--- src/rtl/tl_pkg.sv ---
// Shared lamp encodings and controller state codes for the timed traffic light.
package tl_pkg;

  localparam logic [1:0] LT_GREEN  = 2'b00;
  localparam logic [1:0] LT_YELLOW = 2'b01;
  localparam logic [1:0] LT_RED    = 2'b10;

  typedef enum logic [2:0] {
    A_GRN  = 3'd0,
    A_YEL  = 3'd1,
    RED_AB = 3'd2,
    B_GRN  = 3'd3,
    B_YEL  = 3'd4,
    RED_BA = 3'd5,
    WALK   = 3'd6
  } state_t;

endpackage

--- src/rtl/tl_phase_timer.sv ---
// Phase timer: clears on request, otherwise counts one per cycle.
// Latency: count visible the cycle after the edge; no backpressure (free-running).
// Backpressure: none, the owner decides when to clear.
module tl_phase_timer #(
  parameter int CNT_W = 8
) (
  input  logic             clk,
  input  logic             reset,
  input  logic             clr,
  output logic [CNT_W-1:0] tmr
);

  always_ff @(posedge clk) begin
    if (reset || clr) tmr <= '0;
    else              tmr <= tmr + CNT_W'(1);
  end

endmodule

--- src/rtl/tl_cntr_timed.sv ---
// Two-road traffic light with min/max green, yellow, all-red and pedestrian WALK phases.
// Latency: lamps follow the state register, changing the cycle after a transition edge.
// Backpressure: none; sensors and ped_req are sampled every cycle.
module tl_cntr_timed
  import tl_pkg::*;
#(
  parameter int CNT_W       = 8,
  parameter int GREEN_MIN   = 4,
  parameter int GREEN_MAX   = 8,
  parameter int YELLOW_TIME = 2,
  parameter int ALLRED_TIME = 1,
  parameter int WALK_TIME   = 3
) (
  input  logic       clk,
  input  logic       reset,
  input  logic       Ta,
  input  logic       Tb,
  input  logic       ped_req,
  output logic [1:0] La,
  output logic [1:0] Lb,
  output logic       walk,
  output logic [2:0] phase
);

  localparam logic [CNT_W-1:0] GMIN_END = CNT_W'(GREEN_MIN - 1);
  localparam logic [CNT_W-1:0] GMAX_END = CNT_W'(GREEN_MAX - 1);
  localparam logic [CNT_W-1:0] YEL_END  = CNT_W'(YELLOW_TIME - 1);
  localparam logic [CNT_W-1:0] RED_END  = CNT_W'(ALLRED_TIME - 1);
  localparam logic [CNT_W-1:0] WALK_END = CNT_W'(WALK_TIME - 1);

  state_t           state;
  state_t           state_nxt;
  logic [CNT_W-1:0] tmr;
  logic             ped_pend;
  logic             nxt_b;
  logic             enter_walk;

  tl_phase_timer #(.CNT_W(CNT_W)) u_timer (
    .clk   (clk),
    .reset (reset),
    .clr   (state_nxt != state),
    .tmr   (tmr)
  );

  always_comb begin
    state_nxt = state;
    case (state)
      A_GRN:  if (tmr >= GMIN_END && (!Ta || tmr == GMAX_END)) state_nxt = A_YEL;
      A_YEL:  if (tmr == YEL_END) state_nxt = RED_AB;
      RED_AB: if (tmr == RED_END) state_nxt = ped_pend ? WALK : B_GRN;
      B_GRN:  if (tmr >= GMIN_END && (!Tb || tmr == GMAX_END)) state_nxt = B_YEL;
      B_YEL:  if (tmr == YEL_END) state_nxt = RED_BA;
      RED_BA: if (tmr == RED_END) state_nxt = ped_pend ? WALK : A_GRN;
      WALK:   if (tmr == WALK_END) state_nxt = nxt_b ? B_GRN : A_GRN;
      default: state_nxt = A_GRN;
    endcase
  end

  assign enter_walk = (state_nxt == WALK) && (state != WALK);

  always_ff @(posedge clk) begin
    if (reset) begin
      state    <= A_GRN;
      ped_pend <= 1'b0;
      nxt_b    <= 1'b1;
    end else begin
      state <= state_nxt;
      // Entering WALK consumes the request even if the button is still held.
      if (enter_walk)                    ped_pend <= 1'b0;
      else if (ped_req && state != WALK) ped_pend <= 1'b1;
      if (enter_walk) nxt_b <= (state == RED_AB);
    end
  end

  always_comb begin
    La   = LT_RED;
    Lb   = LT_RED;
    walk = 1'b0;
    case (state)
      A_GRN:   La   = LT_GREEN;
      A_YEL:   La   = LT_YELLOW;
      B_GRN:   Lb   = LT_GREEN;
      B_YEL:   Lb   = LT_YELLOW;
      WALK:    walk = 1'b1;
      default: ;
    endcase
  end

  assign phase = state;

endmodule

--- config.mk ---
export PLATFORM = sky130hd
export DESIGN_NAME = tl_cntr_timed
export DESIGN_NICKNAME = d
export VERILOG_FILES = /design/src/rtl/tl_pkg.sv /design/src/rtl/tl_phase_timer.sv /design/src/rtl/tl_cntr_timed.sv
export SDC_FILE = /design/constraint.sdc
export NUM_CORES = 1
export LEC_CHECK = 0
export ABC_CLOCK_PERIOD_IN_PS = 3100
export BUFFER_PORTS_ARGS = -buffer_cell sky130_fd_sc_hd__buf_2
export CORE_MARGIN = 1.5
export CORE_UTILIZATION = 30
export DETAILED_ROUTE_END_ITERATION = 10
export GPL_TIMING_DRIVEN = 0
export SYNTH_ARGS = -nofsm -noshare
export SYNTH_HDL_FRONTEND = slang
export SYNTH_SLANG_ARGS = --single-unit
--- constraint.sdc ---
create_clock -name clk -period 3.1 [get_ports clk]
set_clock_uncertainty 0.2 [all_clocks]
set_input_delay 0.62 -clock clk [delete_from_list [all_inputs] [get_ports clk]]
set_output_delay 0.62 -clock clk [all_outputs]
set_load 0.05 [all_outputs]
==> results.py, run 1 <==
metrics = {
    "global_routing": {
        "grt.overflow.total": 0,
        "grt_pass1_wl_microns": 3808,
        "grt_max_degree": 11,
        "grt_pass1_vias": 860,
        "grtUsageTotal_pct": 14.13,
        "grt_antenna_before_repair": 0,
    },
    "die": {
        "die_w_microns": 59.86,
        "coreArea_sq_um": 3053,
        "dieHeight_microns": 59.86,
        "num_rows": 20,
        "start_util_pct": 31.76,
        "ios": 13,
        "die_area_sq_um": 3583,
    },
    "power": {
        "max-vdd-ir-drop_uv": 170.1,
        "cellLeakagePower_nw": 0.4492,
        "finalPower_mw": 0.7389,
        "p_per_area_nw_per_um2": 665.0,
    },
    "clock_network": {
        "clock_sinks": 13,
        "cts.clk_slew.worst_paths_ns": 0.09,
        "clk_path_buf_depth": 2,
        "cts_buffers": 3,
        "clk_latency_ns": 0.27,
        "cts_resized": 0,
        "root_buffer": "clkbuf_4",
        "cts_setup_buffers": 0,
        "cts-htree-levels": 1,
        "holdBufCountCts": 0,
        "cts_tree": "done",
    },
    "cells_and_area": {
        "drive_gt1_share_pct": 26.56,
        "multi_input_area_sq_um": 670.6,
        "fill_cells": 337,
        "finalNetCount": 138,
        "area_growth_pct": 14.58,
        "num_antenna_cells": 0,
        "fin_util_pct": 36.39,
        "seqCellArea_sq_um": 260.3,
    },
    "min_path": {
        "hp-start": "nxt_b",
        "min_path_cells": 2,
        "hold_path_end": "nxt_b",
        "hp-class": "flip-flop to flip-flop",
    },
    "synth": {
        "synth.distinct_cells": 47,
        "synth_area_leader_cell": "dfxtp_1",
        "synth-seq-cells": 13,
        "ys_seq_area_share_pct": 26.84,
        "synth_cells": 112,
        "synth_ff_type": "dfxtp_1",
        "synth_area_leaders": "dfxtp_1 27%, ha_1 5.2%, xor2_1 4.5%, a21oi_1 4.1%, nand3_1 3.6%",
        "synth_common_cells": "13 x dfxtp_1, 9 x nor2_1, 8 x a21oi_1",
        "syn_nets": 121,
        "synth_top_area_share_pct": 26.84,
        "yosysMostFrequentCell": "dfxtp_1",
        "synth_warnings": 0,
        "syn_area_sq_um": 969.7,
        "syn_area_per_cell_sq_um": 8.658,
        "synthArstFlopShare_pct": 0,
        "synth-edff-count": 0,
    },
    "setup_path": {
        "critPathMaxFanout": 10,
        "cp_slowest_cell": "dfxtp_1",
        "r2r_slack_ns": 0.66,
        "worst-r2r-cell-count": 6,
        "crit_chain": "clkbuf_1 > inv_1 > nor2_1 > buf_2",
        "cp.buffers_inverters": 3,
        "r2r_start": "u_timer.tmr[6]",
        "crit_type": "flip-flop to primary output",
        "end_kind": "primary output",
        "required_ns": 2.28,
        "reg2reg_to": "u_timer.tmr[4]",
        "critPathTopFamily": "buffers and inverters",
        "cp.depth": 4,
        "cp_data_arrival_time_ns": 1.71,
        "worstSetupStartpointType": "flip-flop",
        "max_stage_delay_ns": 0.42,
    },
    "routing": {
        "wl_per_cell_microns": 13.52,
        "dr.pass1.iters": 5,
        "ant_nets": 0,
        "via_count": 897,
        "first_iter_violations": 41,
        "drt-vias-per-instance": 5.215,
        "drt-total-wl_microns": 2325,
        "route.detailed.drc": 0,
    },
    "sta": {
        "post-route-min-period_ns": 2.526,
        "fmax_mhz": 395.8,
        "worst_pin_slew_ns": 0.7409,
        "grt_setup_unrepaired": "no",
        "finalCritPeriodShare_pct": 81.50,
        "slew_headroom_pct": 50.19,
        "drv_slew": 0,
        "timing.final.ws_setup_ns": 0.5735,
        "finalSetupViolations": 0,
        "tns_ns": 0,
        "finalHoldViolCount": 0,
    },
    "job": {
        "maxCapViolations": 0,
    },
    "placement": {
        "globalplace.congestion": 0.8051,
        "dp_slack_ns": 0.7271,
        "dp.final_hpwl_microns": 1738,
        "portBuffers": 12,
    },
    "outcome": {
        "outcome": "completed",
    },
}
layout by cell type (no fill, tap or decap), drive strengths merged, types with 2 or more instances in the layout:
cell     n
buf     13
dfxtp   13
nor2    10
a21oi    9
nand3    8
clkbuf   7
nor3     7
inv      6
xor2     5
nor2b    4
ha       4
o21ai    4
nand2    3
and3     3
a31oi    3
nor4     3
nand2b   2
and3b    2
a31o     2
nor3b    2
sequential cells by signal (all words and copies together), names as in the netlist:
signal,cells
u_timer.tmr,8
nxt_b,1
ped_pend,1
phase,3
metrics by stage:
stage	hold slack (ns)	area, sq um	std cells
floorplan	0.2444	969.7	112
global placement	0.2671	1085	168
detailed placement	0.2749	1085	168
CTS	0.2893	1111	172
global route	0.3023	1111	172
finish	0.2966	1111	172
logic make-up after synthesis:
| logic type | after synthesis | synth area share (%) |
|---|---|---|
| adder cells (fa/ha/maj) | 4 | 5.161 |
| XOR/XNOR | 6 | 5.419 |
| flip-flops | 13 | 26.84 |
| AO/OA/AOI/OAI | 26 | 18.71 |
| AND/OR/NAND/NOR | 53 | 39.87 |
| buffers and inverters | 10 | 3.999 |
worst min-delay path, cell delays in order, from the launching register on:
cell     delay (ns)
dfxtp_1        0.34
inv_1          0.06
o21ai_1        0.06
per-layer routing:
layer	GRT usage [%]	part of all wire [%]
met4	7.302	1.8
met3	3.247	3.7
met1	17.49	48
met5	0	0
met2	22.67	47
power by group:
group          internal, mW  leakage [nW]  switching [mW]
Combinational         0.140         0.328           0.264
Sequential            0.192         0.106          0.0347
Clock                0.0497        0.0150          0.0583
area by class of cell:
type / count / area share (%)
plain buffers: 4 / 1.464
clock buffers: 4 / 2.365
inverters: 6 / 2.027
multi-input cells: 89 / 60.36
flip-flops and latches: 13 / 23.42
well taps: 44 / 4.955
repair buffers: 12 / 5.405
worst max-delay path by stage:
stage | startpoint | endpoint | slack, ns
6_report | phase[0] | La[0] | 0.57
5_1_grt | phase[0] | La[0] | 0.47
3_3_place_gp | u_timer.tmr[6] | u_timer.tmr[0] | 0.70
3_5_place_dp | u_timer.tmr[6] | u_timer.tmr[4] | 0.73
4_1_cts | phase[0] | La[0] | 0.58
2_1_floorplan | phase[1] | Lb[1] | 0.24
Power figures use the tool's default switching activity.
==> run 2, diff against run 1 <==
Settings changed: ABC_CLOCK_PERIOD_IN_PS 3100 to 2200.
Clock period 3.1 ns to 2.2 ns, I/O delays scaled along.
==> run 2 against run 1 <==
Compared with the run above:
- total power up 47%
- hold slack worse by 0.071 ns
- sequential share of layout area down 0.80 points
- global-route usage up 0.33 points
- die area unchanged
- critical path depth up 2
==> results.py, run 2 (same netlist as run 1, synthesis figures left out) <==
metrics = {
    "setup_path": {
        "critPathTopFamily": "simple AND/OR/NAND/NOR gates",
        "cp_data_arrival_time_ns": 2.10,
        "worstSetupStartpointType": "flip-flop",
        "r2r_slack_ns": 0.06,
        "r2r_start": "u_timer.tmr[3]",
        "crit_chain": "or4_4 > nor3_4 > nor4b_4 > nor3_2 > a31oi_1 > o21ai_1",
        "reg2reg_to": "nxt_b",
        "cp_slowest_cell": "or4_4",
        "required_ns": 2.16,
        "worst-r2r-cell-count": 6,
        "end_kind": "flip-flop",
        "critPathMaxFanout": 4,
        "max_stage_delay_ns": 0.55,
        "crit_type": "flip-flop to flip-flop",
        "cp.buffers_inverters": 0,
    },
    "power": {
        "cellLeakagePower_nw": 0.4790,
        "p_per_area_nw_per_um2": 890.7,
        "max-vdd-ir-drop_uv": 239.4,
    },
    "placement": {
        "placedCellCount": 168,
        "portBuffers": 12,
        "dp.final_hpwl_microns": 1655,
        "globalplace.congestion": 0.8705,
    },
    "cells_and_area": {
        "num_antenna_cells": 0,
        "area_growth_pct": 26.06,
        "finalNetCount": 142,
        "largest-register": "u_timer.tmr",
        "layout_common_cells": "13 x buf_2, 8 x a21oi_1, 6 x nand3_1, 6 x nor2_1, 6 x dfxtp_1",
        "drive_gt1_share_pct": 41.67,
        "fin_cells": 176,
        "layout_commonest_cell": "buf_2",
        "fin_util_pct": 40.04,
        "largest_register_ff_count": 8,
        "fill_cells": 330,
    },
    "min_path": {
        "hp-class": "input pin to flip-flop",
        "hold_path_end": "phase[2]",
        "hp-start": "reset",
        "min_path_cells": 2,
    },
    "clock_network": {
        "clock_sinks": 13,
        "cts.clk_slew.worst_paths_ns": 0.08,
        "clk_latency_ns": 0.27,
        "cts_tree": "done",
        "clk_path_buf_depth": 2,
        "holdBufCountCts": 0,
        "cts-htree-levels": 1,
        "root_buffer": "clkbuf_4",
        "cts_buffers": 3,
    },
    "sta": {
        "post-route-min-period_ns": 2.141,
        "finalHoldViolCount": 0,
        "grt_setup_unrepaired": "yes",
        "finalCritPeriodShare_pct": 97.30,
        "finalSetupViolations": 0,
        "drv_slew": 0,
        "fmax_mhz": 467.2,
        "worst_pin_slew_ns": 0.4530,
        "slew_headroom_pct": 69.73,
    },
    "routing": {
        "dr.pass1.iters": 4,
        "ant_nets": 0,
        "drt-vias-per-instance": 5.239,
        "wl_per_cell_microns": 13.22,
        "route.detailed.drc": 0,
        "first_iter_violations": 28,
        "via_count": 922,
        "drt-total-wl_microns": 2326,
    },
    "die": {
        "ios": 13,
        "start_util_pct": 31.76,
        "num_rows": 20,
        "coreArea_sq_um": 3053,
        "dieHeight_microns": 59.86,
        "die_w_microns": 59.86,
        "die_area_sq_um": 3583,
    },
    "global_routing": {
        "grt_pass1_wl_microns": 3933,
        "grt_max_degree": 11,
        "grtUsageTotal_pct": 14.46,
        "grt_antenna_before_repair": 0,
        "grt_pass1_vias": 878,
        "grt.overflow.total": 0,
    },
    "outcome": {
        "outcome": "completed",
    },
    "job": {
        "maxCapViolations": 0,
    },
}
## run 2: changes by cell type in the layout (fill, tap and decap cells not counted), moves of 2 or more
cell and delta:
dfxtp_2 +4, nor2_1 -3, buf_4 +5, clkbuf_1 -3
nor2_2 +2, dfxtp_4 +3, dfxtp_1 -7
## run 2: worst max-delay path by stage
stage / cells after the start / start / to / slack [ns]
6_report: 6 / u_timer.tmr[3] / nxt_b / 0.06
5_1_grt: 8 / u_timer.tmr[0] / u_timer.tmr[1] / -0.05
4_1_cts: 6 / u_timer.tmr[6] / nxt_b / -0.002
3_5_place_dp: 6 / u_timer.tmr[6] / u_timer.tmr[1] / -0.18
3_3_place_gp: 6 / u_timer.tmr[6] / u_timer.tmr[1] / -0.18
2_1_floorplan: 9 / phase[1] / u_timer.tmr[1] / -0.1
## run 2: worst reg2reg max path, delay by kind of cell (launching register included)
family | cells | cell delay [ns]
AND/OR/NAND/NOR | 4 | 1.16
flip-flops | 1 | 0.37
AO/OA/AOI/OAI | 2 | 0.31
## run 2: area by class of cell
cell class | instances | area (sq um) | area share, %
clock buffers | 4 | 26.28 | 2.149
flip-flops and latches | 13 | 276.5 | 22.62
well taps | 44 | 55.05 | 4.504
repair buffers | 17 | 97.59 | 7.984
inverters | 6 | 26.28 | 2.149
multi-input cells | 89 | 719.4 | 58.85
plain buffers | 3 | 21.27 | 1.740
## run 2: what timing repair did
| item | 4_1_cts | 5_1_grt |
|---|---|---|
| pin swaps | 9 | 6 |
| gates resized for setup | 6 | 8 |
| buffers inserted | 2 | 4 |
| endpoints found under the setup margin | 12 | 13 |
| hold endpoints to repair | 0 | 0 |
## run 2: layer usage
| layer | global-route usage [%] | up-vias | routed length (microns) |
|---|---|---|---|
| met2 | 23.76 | 25 | 1161 |
| met1 | 17.56 | 442 | 1021 |
| met5 | 0 | - | 0 |
| met4 | 8.254 | 0 | 43 |
| met3 | 2.597 | 4 | 99 |
| li1 | - | 451 | - |
## run 2: metrics by stage
stage / hold WS, ns / TNS (ns) / setup WS (ns) / power [mW] / area, sq um
after floorplan: 0.2442 / -0.1979 / -0.09593 / 0.7966 / 1003
after global placement: 0.2674 / -1.474 / -0.1835 / 0.9061 / 1119
after detailed placement: 0.2736 / -1.486 / -0.1783 / 0.9139 / 1119
after CTS: 0.2237 / -0.002332 / -0.002332 / 1.086 / 1179
after global routing: 0.2322 / -0.1559 / -0.04970 / 1.167 / 1222
final: 0.2253 / 0 / 0.05948 / 1.089 / 1222
## run 2: power breakdown
group / internal, mW / switching, mW / leakage [nW] / total [mW]
registers: 0.276 / 0.0576 / 0.110 / 0.333
logic: 0.222 / 0.390 / 0.354 / 0.612
clock network: 0.0701 / 0.0735 / 0.0150 / 0.144
==> run 3, diff against run 2 <==
Settings changed: CTS_BUF_LIST from default to sky130_fd_sc_hd__clkbuf_8 sky130_fd_sc_hd__clkbuf_16, TNS_END_PERCENT from default to 10.
==> run 3 against run 2 <==
Compared with the run above:
- the run now ends with setup timing left
- critical path depth increased by 1
- utilization shrank 0.29 points
- fmax shrank 3.8%
==> results.py, run 3 (same netlist as run 1, synthesis figures left out) <==
metrics = {
    "routing": {
        "drt-total-wl_microns": 2269,
        "route.detailed.drc": 0,
        "dr.pass1.iters": 4,
        "first_iter_violations": 29,
        "ant_nets": 0,
        "drt-vias-per-instance": 5.190,
        "via_count": 903,
        "wl_per_cell_microns": 13.04,
    },
    "die": {
        "num_rows": 20,
        "ios": 13,
        "die_area_sq_um": 3583,
        "coreArea_sq_um": 3053,
        "die_w_microns": 59.86,
        "start_util_pct": 31.76,
        "dieHeight_microns": 59.86,
    },
    "setup_path": {
        "critPathMaxFanout": 8,
        "reg2reg_to": "u_timer.tmr[3]",
        "required_ns": 2.14,
        "end_kind": "flip-flop",
        "crit_chain": "or4_4 > nor3_4 > nor4b_4 > buf_4 > nor4_4 > nand3_4 > nor2_1",
        "r2r_slack_ns": -0.02,
        "cp_slowest_cell": "or4_4",
        "worst-r2r-cell-count": 7,
        "crit_type": "flip-flop to flip-flop",
        "cp_data_arrival_time_ns": 2.16,
        "max_stage_delay_ns": 0.56,
        "endpoint": "u_timer.tmr[3]",
        "cp.buffers_inverters": 1,
        "cp.depth": 7,
        "critPathTopFamily": "simple AND/OR/NAND/NOR gates",
        "worstSetupStartpointType": "flip-flop",
        "r2r_start": "u_timer.tmr[6]",
        "critPathLaunch": "u_timer.tmr[6]",
    },
    "global_routing": {
        "grt_antenna_before_repair": 0,
        "grt_pass1_wl_microns": 3636,
        "grt_pass1_vias": 855,
        "grtUsageTotal_pct": 13.47,
        "grt_max_degree": 11,
        "grt.overflow.total": 0,
    },
    "cells_and_area": {
        "area_growth_pct": 25.16,
        "drive_gt1_share_pct": 40.00,
        "finalNetCount": 140,
        "final_area_sq_um": 1214,
        "num_antenna_cells": 0,
        "layout_common_cells": "12 x buf_2, 8 x a21oi_1, 7 x nand3_1",
        "fin_cells": 174,
        "largest-register": "u_timer.tmr",
        "largest_register_ff_count": 8,
        "fin_util_pct": 39.75,
        "layout_commonest_cell": "buf_2",
    },
    "sta": {
        "finalCritPeriodShare_pct": 101.1,
        "post-route-min-period_ns": 2.224,
        "drv_slew": 0,
        "timing.final.ws_setup_ns": -0.02445,
        "grt_setup_unrepaired": "yes",
        "tns_ns": -0.1116,
        "finalHoldViolCount": 0,
        "finalSetupViolations": 8,
        "fmax_mhz": 449.6,
        "worst_pin_slew_ns": 0.4967,
        "slew_headroom_pct": 66.81,
        "fin_hold_ws_ns": 0.2580,
    },
    "clock_network": {
        "clk_path_buf_depth": 2,
        "cts-htree-levels": 1,
        "cts.clk_slew.worst_paths_ns": 0.06,
        "cts_tree": "done",
        "clk_latency_ns": 0.25,
        "clock_sinks": 13,
        "cts_buffers": 3,
        "root_buffer": "clkbuf_8",
    },
    "placement": {
        "dp.final_hpwl_microns": 1701,
        "globalplace.congestion": 0.8564,
        "placedCellCount": 168,
        "placed_cell_area_sq_um": 1119,
        "portBuffers": 12,
    },
    "job": {
        "maxCapViolations": 0,
    },
    "power": {
        "p_per_area_nw_per_um2": 943.3,
        "cellLeakagePower_nw": 0.4792,
        "max-vdd-ir-drop_uv": 225.4,
    },
    "outcome": {
        "outcome": "finished, violations left",
        "failed_checks": "setup timing",
    },
    "min_path": {
        "hp-class": "input pin to flip-flop",
    },
}
-- run 3: cell types whose count changed in the layout (fill, tap and decap cells not counted), sizes merged --
cell | before | now
buf | 19 | 15
clkbuf | 5 | 6
inv | 5 | 6
-- run 3: layout make-up --
cell class	count	area, sq um
Fill cell	339	1839
Multi-Input combinational cell	89	715.7
Sequential cell	13	271.5
Timing Repair Buffer	14	75.07
Tap cell	44	55.05
Clock buffer	3	41.29
Inverter	6	26.28
Buffer	4	25.02
Clock inverter	1	3.754
-- run 3: per-stage QoR --
step	setup slack (ns)	power [mW]
floorplan	-0.09723	0.7963
global placement	-0.1851	0.9068
detailed placement	-0.1755	0.9152
CTS	-0.01681	1.133
global route	-0.1094	1.217
finish	-0.02445	1.145
-- run 3: repair_timing --
action / in CTS / in global routing
cloned: 0 / 0
resized for setup: 6 / 3
pin swaps: 2 / 8
setup endpoints to repair: 12 / 11
buffers inserted: 0 / 2
hold buffers: 0 / 0
-- run 3: how the worst min path moves through the flow --
stage	start	to	slack, ns	cells past startpoint
after global placement	nxt_b	nxt_b	0.27	2
final	reset	phase[0]	0.26	2
after global routing	reset	phase[2]	0.27	2
after CTS	reset	phase[0]	0.25	2
after floorplan	nxt_b	nxt_b	0.24	2
after detailed placement	nxt_b	nxt_b	0.27	2
-- run 3: routing by layer --
layer  wire, microns  GRT usage [%]  part of all wire, %  up-vias
met5               0              0                    0        -
met4              43          6.667                  1.9        0
met3              78          3.030                  3.4        4
met2            1096          22.67                   48       18
met1            1051          15.95                   46      431
li1                -              -                    -      450
-- run 3: worst reg2reg max path, cell delays in order, from the launching register on --
cell and delay, ns:
dfxtp_2 0.35, or4_4 0.56, nor3_4 0.28, nor4b_4 0.29
buf_4 0.17, nor4_4 0.05, nand3_4 0.15, nor2_1 0.07
-- run 3: power breakdown --
part,switching (mW),internal [mW]
Sequential,0.0488,0.278
Clock,0.0896,0.124
Combinational,0.386,0.219
Total,0.524,0.621
